===== src/rtl/seven_seg_pkg.sv =====
// Shared constants and types for the seven-segment scan driver.
// Segment patterns are {a,b,c,d,e,f,g}, active-low (0 = segment lit).
package seven_seg_pkg;

  typedef logic [3:0] digit_t;

  localparam logic [6:0] SEG_BLANK = 7'b1111111;

  localparam logic [6:0] SEG_0 = 7'b0000001;
  localparam logic [6:0] SEG_1 = 7'b1001111;
  localparam logic [6:0] SEG_2 = 7'b0010010;
  localparam logic [6:0] SEG_3 = 7'b0000110;
  localparam logic [6:0] SEG_4 = 7'b1001100;
  localparam logic [6:0] SEG_5 = 7'b0100100;
  localparam logic [6:0] SEG_6 = 7'b0100000;
  localparam logic [6:0] SEG_7 = 7'b0001111;
  localparam logic [6:0] SEG_8 = 7'b0000000;
  localparam logic [6:0] SEG_9 = 7'b0000100;
  localparam logic [6:0] SEG_A = 7'b0001000;
  localparam logic [6:0] SEG_B = 7'b1100000;
  localparam logic [6:0] SEG_C = 7'b0110001;
  localparam logic [6:0] SEG_D = 7'b1000010;
  localparam logic [6:0] SEG_E = 7'b0110000;
  localparam logic [6:0] SEG_F = 7'b0111000;

endpackage


===== src/rtl/seven_segment_scan_if.sv =====
// Host-side bundle of the scan driver: control/data towards it, display drive back.
interface seven_segment_scan_if #(
  parameter int NUM_DIGITS = 4
);

  logic                      en;
  logic                      load;
  logic [4*NUM_DIGITS-1:0]   digits_in;
  logic [6:0]                seg;
  logic [NUM_DIGITS-1:0]     an;
  logic                      frame_done;

  modport master (
    output en, load, digits_in,
    input  seg, an, frame_done
  );

  modport slave (
    input  en, load, digits_in,
    output seg, an, frame_done
  );

endinterface


===== src/rtl/seven_seg_decode.sv =====
// Combinational 4-bit code to active-low segment pattern; codes 10..15
// show A..F only when hex_en is set, otherwise they are blank.
module seven_seg_decode
  import seven_seg_pkg::*;
(
  input  digit_t     code,
  input  logic       hex_en,
  output logic [6:0] pattern
);

  // Code lookup; hex letters gated by hex_en
  always_comb begin
    pattern = SEG_BLANK;
    case (code)
      4'd0:    pattern = SEG_0;
      4'd1:    pattern = SEG_1;
      4'd2:    pattern = SEG_2;
      4'd3:    pattern = SEG_3;
      4'd4:    pattern = SEG_4;
      4'd5:    pattern = SEG_5;
      4'd6:    pattern = SEG_6;
      4'd7:    pattern = SEG_7;
      4'd8:    pattern = SEG_8;
      4'd9:    pattern = SEG_9;
      4'd10:   pattern = hex_en ? SEG_A : SEG_BLANK;
      4'd11:   pattern = hex_en ? SEG_B : SEG_BLANK;
      4'd12:   pattern = hex_en ? SEG_C : SEG_BLANK;
      4'd13:   pattern = hex_en ? SEG_D : SEG_BLANK;
      4'd14:   pattern = hex_en ? SEG_E : SEG_BLANK;
      4'd15:   pattern = hex_en ? SEG_F : SEG_BLANK;
      default: pattern = SEG_BLANK;
    endcase
  end

endmodule


===== src/rtl/seven_segment_scan.sv =====
// Time-multiplexed multi-digit seven-segment driver (common anode, active-low).
// Optional leading-zero blanking when SEVEN_SEG_LZB_EN is defined.
module seven_segment_scan
  import seven_seg_pkg::*;
#(
  parameter int NUM_DIGITS = 4,
  parameter int CLK_DIV    = 50000,
  parameter int HEX_MODE   = 0
) (
  input  logic                 clk,
  input  logic                 rst,
  seven_segment_scan_if.slave  bus
);

  localparam int              PW       = (CLK_DIV > 1) ? $clog2(CLK_DIV) : 1;
  localparam int              IW       = (NUM_DIGITS > 1) ? $clog2(NUM_DIGITS) : 1;
  localparam logic [PW-1:0]   PRE_LAST = PW'(CLK_DIV - 1);
  localparam logic [IW-1:0]   IDX_LAST = IW'(NUM_DIGITS - 1);
  localparam logic            HEX_EN   = (HEX_MODE != 0);

  logic [PW-1:0]             prescaler_r;
  logic [IW-1:0]             idx_r;
  logic [4*NUM_DIGITS-1:0]   digits_r;
  logic [6:0]                seg_r;
  logic [NUM_DIGITS-1:0]     an_r;
  logic                      frame_done_r;

  logic                      tick_s;
  logic [IW-1:0]             next_idx_s;
  digit_t                    code_s;
  logic [6:0]                pattern_s;
  logic [6:0]                seg_next_s;
  logic [NUM_DIGITS-1:0]     an_next_s;
  logic                      blank_s;

  // Scan tick and the digit that becomes lit on it
  always_comb begin
    tick_s = bus.en && (prescaler_r == PRE_LAST);
    if (idx_r == IDX_LAST) begin
      next_idx_s = '0;
    end else begin
      next_idx_s = idx_r + IW'(1);
    end
  end

  // Select the latched code and one-cold anode for the upcoming digit
  always_comb begin
    code_s    = 4'd0;
    an_next_s = '1;
    for (int i = 0; i < NUM_DIGITS; i++) begin
      if (next_idx_s == IW'(i)) begin
        code_s       = digits_r[4*i +: 4];
        an_next_s[i] = 1'b0;
      end else begin
        an_next_s[i] = 1'b1;
      end
    end
  end

  seven_seg_decode u_decode (
    .code    (code_s),
    .hex_en  (HEX_EN),
    .pattern (pattern_s)
  );

`ifdef SEVEN_SEG_LZB_EN
  // Blank a zero digit when every more-significant digit is zero; digit 0 always shows
  always_comb begin
    logic zeros_above;
    zeros_above = 1'b1;
    blank_s     = 1'b0;
    for (int i = NUM_DIGITS - 1; i >= 0; i--) begin
      zeros_above = zeros_above && (digits_r[4*i +: 4] == 4'd0);
      blank_s     = blank_s | ((next_idx_s == IW'(i)) && (i != 0) && zeros_above);
    end
  end
`else
  assign blank_s = 1'b0;
`endif

  assign seg_next_s = blank_s ? SEG_BLANK : pattern_s;

  // Latch, prescale and advance the scan; seg/an update together on the tick edge
  always_ff @(posedge clk) begin
    if (rst) begin
      prescaler_r  <= '0;
      idx_r        <= '0;
      digits_r     <= '0;
      seg_r        <= SEG_BLANK;
      an_r         <= '1;
      frame_done_r <= 1'b0;
    end else begin
      if (bus.load) begin
        digits_r <= bus.digits_in;
      end
      if (bus.en) begin
        if (tick_s) begin
          prescaler_r  <= '0;
          idx_r        <= next_idx_s;
          an_r         <= an_next_s;
          seg_r        <= seg_next_s;
          frame_done_r <= (next_idx_s == IW'(0));
        end else begin
          prescaler_r  <= prescaler_r + PW'(1);
          frame_done_r <= 1'b0;
        end
      end else begin
        seg_r        <= SEG_BLANK;
        an_r         <= '1;
        frame_done_r <= 1'b0;
      end
    end
  end

  assign bus.seg        = seg_r;
  assign bus.an         = an_r;
  assign bus.frame_done = frame_done_r;

endmodule


===== src/flat_wrapper.sv =====
// flat-port wrapper written by rule: the top's interface ports become plain ports
module seven_segment_scan_flat import seven_seg_pkg::*;
#(
  parameter int NUM_DIGITS = 4,
  parameter int CLK_DIV    = 50000,
  parameter int HEX_MODE   = 0
)
  (clk, rst, bus_en, bus_load, bus_digits_in, bus_seg, bus_an, bus_frame_done);
  seven_segment_scan_if #(.NUM_DIGITS(NUM_DIGITS)) bus_i ();
  input  logic clk;
  input  logic rst;
  input wire logic [$bits(bus_i.en)-1:0] bus_en;
  input wire logic [$bits(bus_i.load)-1:0] bus_load;
  input wire logic [$bits(bus_i.digits_in)-1:0] bus_digits_in;
  output wire logic [$bits(bus_i.seg)-1:0] bus_seg;
  output wire logic [$bits(bus_i.an)-1:0] bus_an;
  output wire logic [$bits(bus_i.frame_done)-1:0] bus_frame_done;
  assign bus_i.en = bus_en;
  assign bus_i.load = bus_load;
  assign bus_i.digits_in = bus_digits_in;
  assign bus_seg = bus_i.seg;
  assign bus_an = bus_i.an;
  assign bus_frame_done = bus_i.frame_done;
  seven_segment_scan #(.NUM_DIGITS(NUM_DIGITS), .CLK_DIV(CLK_DIV), .HEX_MODE(HEX_MODE)) u_core (.clk(clk), .rst(rst), .bus(bus_i));
endmodule

===== config.mk =====
export PLATFORM = sky130hd
export DESIGN_NAME = seven_segment_scan_flat
export DESIGN_NICKNAME = d
export VERILOG_FILES = /design/src/rtl/seven_seg_pkg.sv /design/src/rtl/seven_segment_scan_if.sv /design/src/rtl/seven_seg_decode.sv /design/src/rtl/seven_segment_scan.sv /design/src/flat_wrapper.sv
export SDC_FILE = /design/constraint.sdc
export NUM_CORES = 1
export LEC_CHECK = 0
export CORE_MARGIN = 2
export CORE_UTILIZATION = 30
export DETAILED_ROUTE_END_ITERATION = 7
export GPL_TIMING_DRIVEN = 0
export HOLD_SLACK_MARGIN = 0.12
export PLACE_DENSITY_LB_ADDON = 0.1
export SLEW_MARGIN = 5
export SYNTH_ARGS = -nofsm -noshare
export SYNTH_HDL_FRONTEND = slang
export SYNTH_SLANG_ARGS = --single-unit

===== constraint.sdc =====
create_clock -name clk -period 3.67 [get_ports clk]
set_clock_uncertainty 0.15 [all_clocks]
set_input_delay 0.5505 -clock clk [delete_from_list [all_inputs] [get_ports clk]]
set_output_delay 0.5505 -clock clk [all_outputs]
set_load 0.1 [all_outputs]

== After elaboration in Yosys (flattened, before gate mapping) ==
Index checks and enable logic that the tools add are counted.

* Word-level logic and storage cells: 48
* Bits in registers: 46
* Bits of input ports: 20

* Bitwise logic cells: 2
* Equality and inequality tests: 20
* Reduce and logical (&&, ||, !) cells: 7
* Add/sub/neg operators: 2
* Multiplexer cells: 11

{| class="wikitable"
|+ Operators with widths
! operator !! number
|-
| case mux 7 bit (11 select lines) || 1
|-
| == test 4 bit (second input constant) || 8
|-
| adder 16 x 1 -> 16 bit (second input constant) || 1
|-
| == test 16 bit (second input constant) || 1
|-
| == test 4 x 3 -> 1 bit (second input constant) || 4
|-
| 2-to-1 mux 16 bit || 1
|-
| 2-to-1 mux 4 bit || 4
|-
| == test 4 x 2 -> 1 bit (second input constant) || 2
|-
| == test 2 bit (second input constant) || 3
|-
| OR reduction 6 bit || 1
|-
| == test 4 x 1 -> 1 bit (second input constant) || 1
|-
| zero test 4 bit || 1
|-
| 2-to-1 mux 1 bit || 4
|-
| OR reduction 3 bit || 1
|-
| adder 2 x 1 -> 2 bit (second input constant) || 1
|-
| == test 2 x 1 -> 1 bit (second input constant) || 1
|-
| zero test 2 bit || 1
|-
| 2-to-1 mux 2 bit || 1
|-
| inverter 1 bit || 2
|-
| AND reduction 2 bit || 1
|-
| OR reduction 2 bit || 1
|-
| logical AND 1 bit || 1
|}

== Depth between registers and ports, before layout ==
* Depth after elaboration: 10
* Gate-level depth with buffers: 8

== Modules after synthesis ==
Synthesis repeated with hierarchy kept, for this count alone.

* Cell total of the unflattened synthesis: 268
* Area total of the unflattened synthesis: 2307.2 um2

{| class="wikitable"
|+ By module, submodules not included
! module !! times used !! area an instance (um2) !! cells an instance !! sequential area each (um2)
|-
| seven_segment_scan || 1 || 2023.2 || 218 || 920.9
|-
| seven_seg_decode || 1 || 284.0 || 50 || 0.0
|}

== Worst setup path after synthesis ==
OpenSTA, ideal clock, no wires.

* Path kind: register -> register
* From: register u_core.idx_r[0]
* To: register u_core.seg_r[0] (netlist: u_core.bus.seg[0])
* Data required time: 3.394 ns
* Cell stages (with the launch flop): 8
* Arrival: 1.809 ns
* Setup slack: 1.585 ns
* Library setup time: 0.126 ns
* Cells stage by stage: dfxtp_1 inv_1 ha_1 a211oi_1 a221oi_4 and2_4 a2111oi_4 a21oi_2

* Longest elaborated chain between the ends: 10
* Elaborated cells between the ends (all ways): 29

{| class="wikitable"
|+ RTL lines
! what !! RTL line !! source
|-
| start: declaration || seven_segment_scan.sv:22 || <nowiki>logic [IW-1:0] idx_r;</nowiki>
|-
| start signal: assignment || seven_segment_scan.sv:99 || <nowiki>idx_r <= next_idx_s;</nowiki>
|-
| adder 2 x 1 -> 2 bit or == test 2 bit (tied branches) || seven_segment_scan.sv:42, seven_segment_scan.sv:39 ||
|-
| 2-to-1 mux 2 bit * || seven_segment_scan.sv:39 || <nowiki>if (idx_r == IDX_LAST) begin</nowiki>
|-
| zero test 2 bit || seven_segment_scan.sv:51 || <nowiki>if (next_idx_s == IW'(i)) begin</nowiki>
|-
| 2-to-1 mux 4 bit (3 in a row) || seven_segment_scan.sv:51 ||
|-
| 2-to-1 mux 4 bit * || seven_segment_scan.sv:51 ||
|-
| == test 4 bit || seven_seg_decode.sv:14 || <nowiki>case (code)</nowiki>
|-
| OR reduction 6 bit (no line) || -- ||
|-
| case mux 7 bit (11 select lines) * || seven_seg_decode.sv:14 ||
|-
| end signal: assignment || seven_segment_scan.sv:101 || <nowiki>seg_r <= seg_next_s;</nowiki>
|-
| end: declaration || seven_segment_scan.sv:24 || <nowiki>logic [6:0] seg_r;</nowiki>
|}

Every way passes the cells marked *; elsewhere a longest branch is shown, timed or not.
A chain may end at the register's enable or synchronous reset.

== Worst setup path in the final report ==
* From: register u_core.an_r[1] (netlist: u_core.bus.an[1])
* To: output port bus_an[1]

{| class="wikitable"
|+ RTL lines
! what !! RTL line !! source
|-
| start: declaration || seven_segment_scan.sv:25 || <nowiki>logic [NUM_DIGITS-1:0] an_r;</nowiki>
|-
| start signal: assignment || seven_segment_scan.sv:100 || <nowiki>an_r <= an_next_s;</nowiki>
|-
| end: declaration || flat_wrapper.sv:16 || <nowiki>output wire logic [$bits(bus_i.an)-1:0] bus_an;</nowiki>
|}

No word-level cell between the ends.

==> metrics.txt <==
# TYPE chip_impl_metric gauge
chip_impl_info{name="status",value="completed"} 1
chip_impl_metric{name="synth_sequential_area_ratio",unit="%"} 42.8
chip_impl_metric{name="dieWidth",unit="um"} 88.7
chip_impl_metric{name="final_antenna_net_count",unit=""} 0
chip_impl_metric{name="via_count",unit=""} 1639
chip_impl_metric{name="finalMaxSlewViolations",unit=""} 0
chip_impl_metric{name="clk_pin_slew",unit="ns"} 0.08
chip_impl_metric{name="timing.critical_path.buf_inv",unit=""} 1
chip_impl_metric{name="design.final.nets",unit=""} 286
chip_impl_info{name="worst_setup_path_start_kind",value="register"} 1
chip_impl_metric{name="worst_slew_pin_slew",unit="ns"} 0.972
chip_impl_metric{name="maxcap_viol_count",unit=""} 0
chip_impl_metric{name="worst-path-max-fanout",unit=""} 2
chip_impl_metric{name="cts_buffers",unit=""} 5
chip_impl_info{name="tritoncts_clock_tree",value="done"} 1
chip_impl_metric{name="effective_utilization_at_floorplan",unit="%"} 31.3
chip_impl_metric{name="total_routed_wirelength",unit="um"} 4450
chip_impl_metric{name="timing.max_slew.rel_slack",unit="%"} 35.0
chip_impl_metric{name="total_leakage_power",unit="nW"} 1.04
chip_impl_metric{name="io-pin-count",unit=""} 32
chip_impl_info{name="critical_path_class",value="reg2out"} 1
chip_impl_metric{name="synth_cells",unit=""} 224
chip_impl_metric{name="postCtsHoldBufs",unit=""} 0
chip_impl_metric{name="crit_required",unit="ns"} 2.97
chip_impl_info{name="rsz0062_at_grt",value="false"} 1
chip_impl_metric{name="synth.avg_cell_area",unit="sq um"} 9.61
chip_impl_metric{name="antenna_cells_inserted",unit=""} 0
chip_impl_metric{name="post_drt_via_cell_ratio",unit=""} 4.58
chip_impl_metric{name="power_density",unit="nW/um^2"} 346
chip_impl_metric{name="grt_pass1_vias",unit=""} 1566
chip_impl_metric{name="number_of_antenna_violations_at_the_first_check_in_global_routing",unit=""} 0
chip_impl_info{name="path_cells",value="clkdlybuf4s50_1"} 1
chip_impl_metric{name="drt_first_iter_violations",unit=""} 36
chip_impl_metric{name="clock_sinks",unit=""} 46
chip_impl_metric{name="synth_register_bits",unit=""} 46
chip_impl_metric{name="worst_hold_slack",unit="ns"} 0.322
chip_impl_info{name="crit-reg2reg-capture",value="u_core.bus.seg[0]"} 1
chip_impl_metric{name="report.final.hold_viol_count",unit=""} 0
chip_impl_metric{name="worst_hold_path.num_cells",unit=""} 2
chip_impl_metric{name="worst-path-stages",unit=""} 1
chip_impl_metric{name="finalSetupViolations",unit=""} 0
chip_impl_info{name="critical_path.endpoint_type",value="output port"} 1
chip_impl_metric{name="cts_repair_resize_count",unit=""} 0
chip_impl_metric{name="post_cts_buffers",unit=""} 0
chip_impl_metric{name="synth.yosys.warnings",unit=""} 0
chip_impl_metric{name="critPathArrivalTime",unit="ns"} 1.80
chip_impl_metric{name="synth.net_count",unit=""} 249
chip_impl_metric{name="coreArea",unit="sq um"} 6870
chip_impl_metric{name="die_area",unit="sq um"} 7870
chip_impl_metric{name="die_h",unit="um"} 88.7
chip_impl_metric{name="rows",unit=""} 30
chip_impl_metric{name="grt_overflow",unit=""} 0
chip_impl_metric{name="syn_area",unit="sq um"} 2150
chip_impl_metric{name="ctsHtreeMaxLevel",unit=""} 2
chip_impl_metric{name="final_layout_size_suffix_gt1_share",unit="%"} 11.1
chip_impl_info{name="crit_family",value="buffers and inverters"} 1
chip_impl_metric{name="grt_max_degree",unit=""} 14
chip_impl_metric{name="grt_first_pass_wirelength",unit="um"} 7450
chip_impl_metric{name="syn2layout_area_growth",unit="%"} 23.8
chip_impl_metric{name="clk_latency",unit="ns"} 0.30
chip_impl_metric{name="asyncSetResetFlopFracSynth",unit="%"} 0
chip_impl_metric{name="layout_min_cycle_time",unit="ns"} 2.50
chip_impl_metric{name="worstRegToRegCells",unit=""} 7
chip_impl_info{name="hold_start",value="u_core.bus.seg[6]"} 1
chip_impl_metric{name="synth-edff-count",unit=""} 0
chip_impl_metric{name="gr-usage-all-layers",unit="%"} 12.4
chip_impl_metric{name="gp_congestion",unit=""} 0.766
chip_impl_metric{name="clock_path_buffers",unit=""} 2
chip_impl_metric{name="timing.critical_path.slowest_cell_delay",unit="ns"} 1.14
chip_impl_metric{name="synth_cell_type_count",unit=""} 47
chip_impl_metric{name="fin_tns_setup",unit="ns"} 0
chip_impl_metric{name="place.detailed.hpwl",unit="um"} 3250
chip_impl_metric{name="layout_worst_path_cycle_share",unit="%"} 68.2
chip_impl_metric{name="remaining_drc_errors",unit=""} 0
chip_impl_info{name="synth_flop_cell",value="dfxtp_1"} 1
chip_impl_info{name="clockRootBuffer",value="clkbuf_8"} 1
chip_impl_info{name="holdCritPathClass",value="reg2reg"} 1
chip_impl_metric{name="routed_wire_length_per_instance",unit="um"} 12.4
chip_impl_info{name="r2r-start",value="u_core.idx_r[0]"} 1
chip_impl_info{name="cp_max_stage_cell",value="clkdlybuf4s50_1"} 1
chip_impl_metric{name="portBuffers",unit=""} 30
chip_impl_metric{name="register_to_register_setup_slack",unit="ns"} 1.34
chip_impl_info{name="hold-path-endpoint",value="u_core.bus.seg[6]"} 1
chip_impl_metric{name="fmaxAchievable",unit="MHz"} 400
chip_impl_metric{name="power.ir.vdd_worst",unit="V"} 0.000168
chip_impl_metric{name="detail_route.first_pass.iterations",unit=""} 4
where the power goes:
group	leakage [nW]	switching [W]	internal, W	total (W)
clock network	0.0482	0.000170	0.000152	0.000322
logic	0.622	0.0000393	0.0000427	0.0000820
registers	0.375	0.00000690	0.000511	0.000518
total	1.04	0.000216	0.000706	0.000922
metrics by stage:
stage	total power, W	util (%)	worst slack, ns	cell area, sq um	std cells
CTS	0.000940	38.8	1.13	2670	358
detailed placement	0.000613	37.5	1.08	2570	350
global route	0.000970	38.8	1.10	2670	358
floorplan	0.000578	-	1.59	2150	224
finish	0.000922	38.8	1.17	2670	358
global placement	0.000612	37.5	1.10	2570	350
per-layer routing:
layer  up-vias  global-route usage, %  wire (um)
li1        858                      -          -
met1       745                   16.4       2260
met2        29                   19.3       1950
met3         7                   3.26        157
met4         0                   4.96         74
met5         -                      0          0
cell type report:
type / count / area, sq um
well taps: 96 / 120
multi-input cells: 162 / 1160
clock inverters: 1 / 5.00
inverters: 6 / 22.5
plain buffers: 10 / 50.0
flip-flops and latches: 46 / 921
clock buffers: 7 / 86.3
fillers: 704 / 4200
repair buffers: 30 / 300
flip-flops by register name (all words and copies together), names as in the netlist:
| name | cells |
|---|---|
| u_core.prescaler_r | 16 |
| u_core.bus.frame_done | 1 |
| u_core.idx_r | 2 |
| u_core.digits_r | 16 |
| u_core.bus.an | 4 |
| u_core.bus.seg | 7 |
worst max-delay path by stage:
stage	start	to
3_5_place_dp	bus_en	u_core.bus.seg[3]
6_report	u_core.bus.an[1]	bus_an[1]
2_1_floorplan	u_core.idx_r[0]	u_core.bus.seg[0]
5_1_grt	u_core.bus.an[1]	bus_an[1]
4_1_cts	u_core.bus.an[1]	bus_an[1]
3_3_place_gp	bus_en	u_core.bus.seg[1]
Yosys cell counts, types with 2 or more instances:
master    number  area share [%]
a211oi_1       3             1.0
a21oi_1        6             1.4
a221oi_4       2             2.4
and2_4         2            0.81
and3_1         5             1.5
and4_1         2            0.81
buf_2          3            0.70
clkbuf_1       5            0.87
dfxtp_1       46              43
ha_1           5             2.9
inv_1          6             1.0
mux2i_1       18             8.4
nand2_1       14             2.4
nand2b_1       4             1.2
nand3_1        4            0.93
nand3b_1       5             1.7
nand4_1        4             1.2
nor2_1        38             6.6
nor3_1         2            0.46
nor3b_1        5             1.7
o211ai_1       5             1.7
o21ai_0        2            0.46
xnor2_1        5             2.0
xor2_1        10             4.1
cell families after synthesis:
| kind of cell | count (synthesis) | share of synthesized area (%) |
|---|---|---|
| AO/OA/AOI/OAI | 29 | 13.1 |
| flip-flops | 46 | 42.8 |
| buffers and inverters | 16 | 3.37 |
| adder cells (fa/ha/maj) | 5 | 2.91 |
| AND/OR/NAND/NOR | 95 | 23.4 |
| XOR/XNOR | 15 | 6.10 |
| multiplexers | 18 | 8.37 |
cells in the final DEF, fill, tap and decap left out, drive strengths merged:
master / count
and4bb: 1
o211ai: 6
dfxtp: 46
o21ai: 2
xor2: 10
a2111oi: 1
nand3: 4
ha: 5
buf: 4
nor3b: 5
a211oi: 4
nand4: 5
nand2: 14
nor4b: 1
and4: 3
nand2b: 4
nor2: 39
a31oi: 1
a21bo: 1
and2: 3
clkinv: 1
a221o: 2
and3: 5
or2: 1
nor2b: 1
mux2i: 18
nor4bb: 1
clkbuf: 13
a21oi: 7
nor3: 2
o22ai: 1
a221oi: 4
and2b: 1
nand3b: 5
inv: 6
clkdlybuf4s50: 30
xnor2: 5
Note: power is estimated with default switching activity, not from simulation.
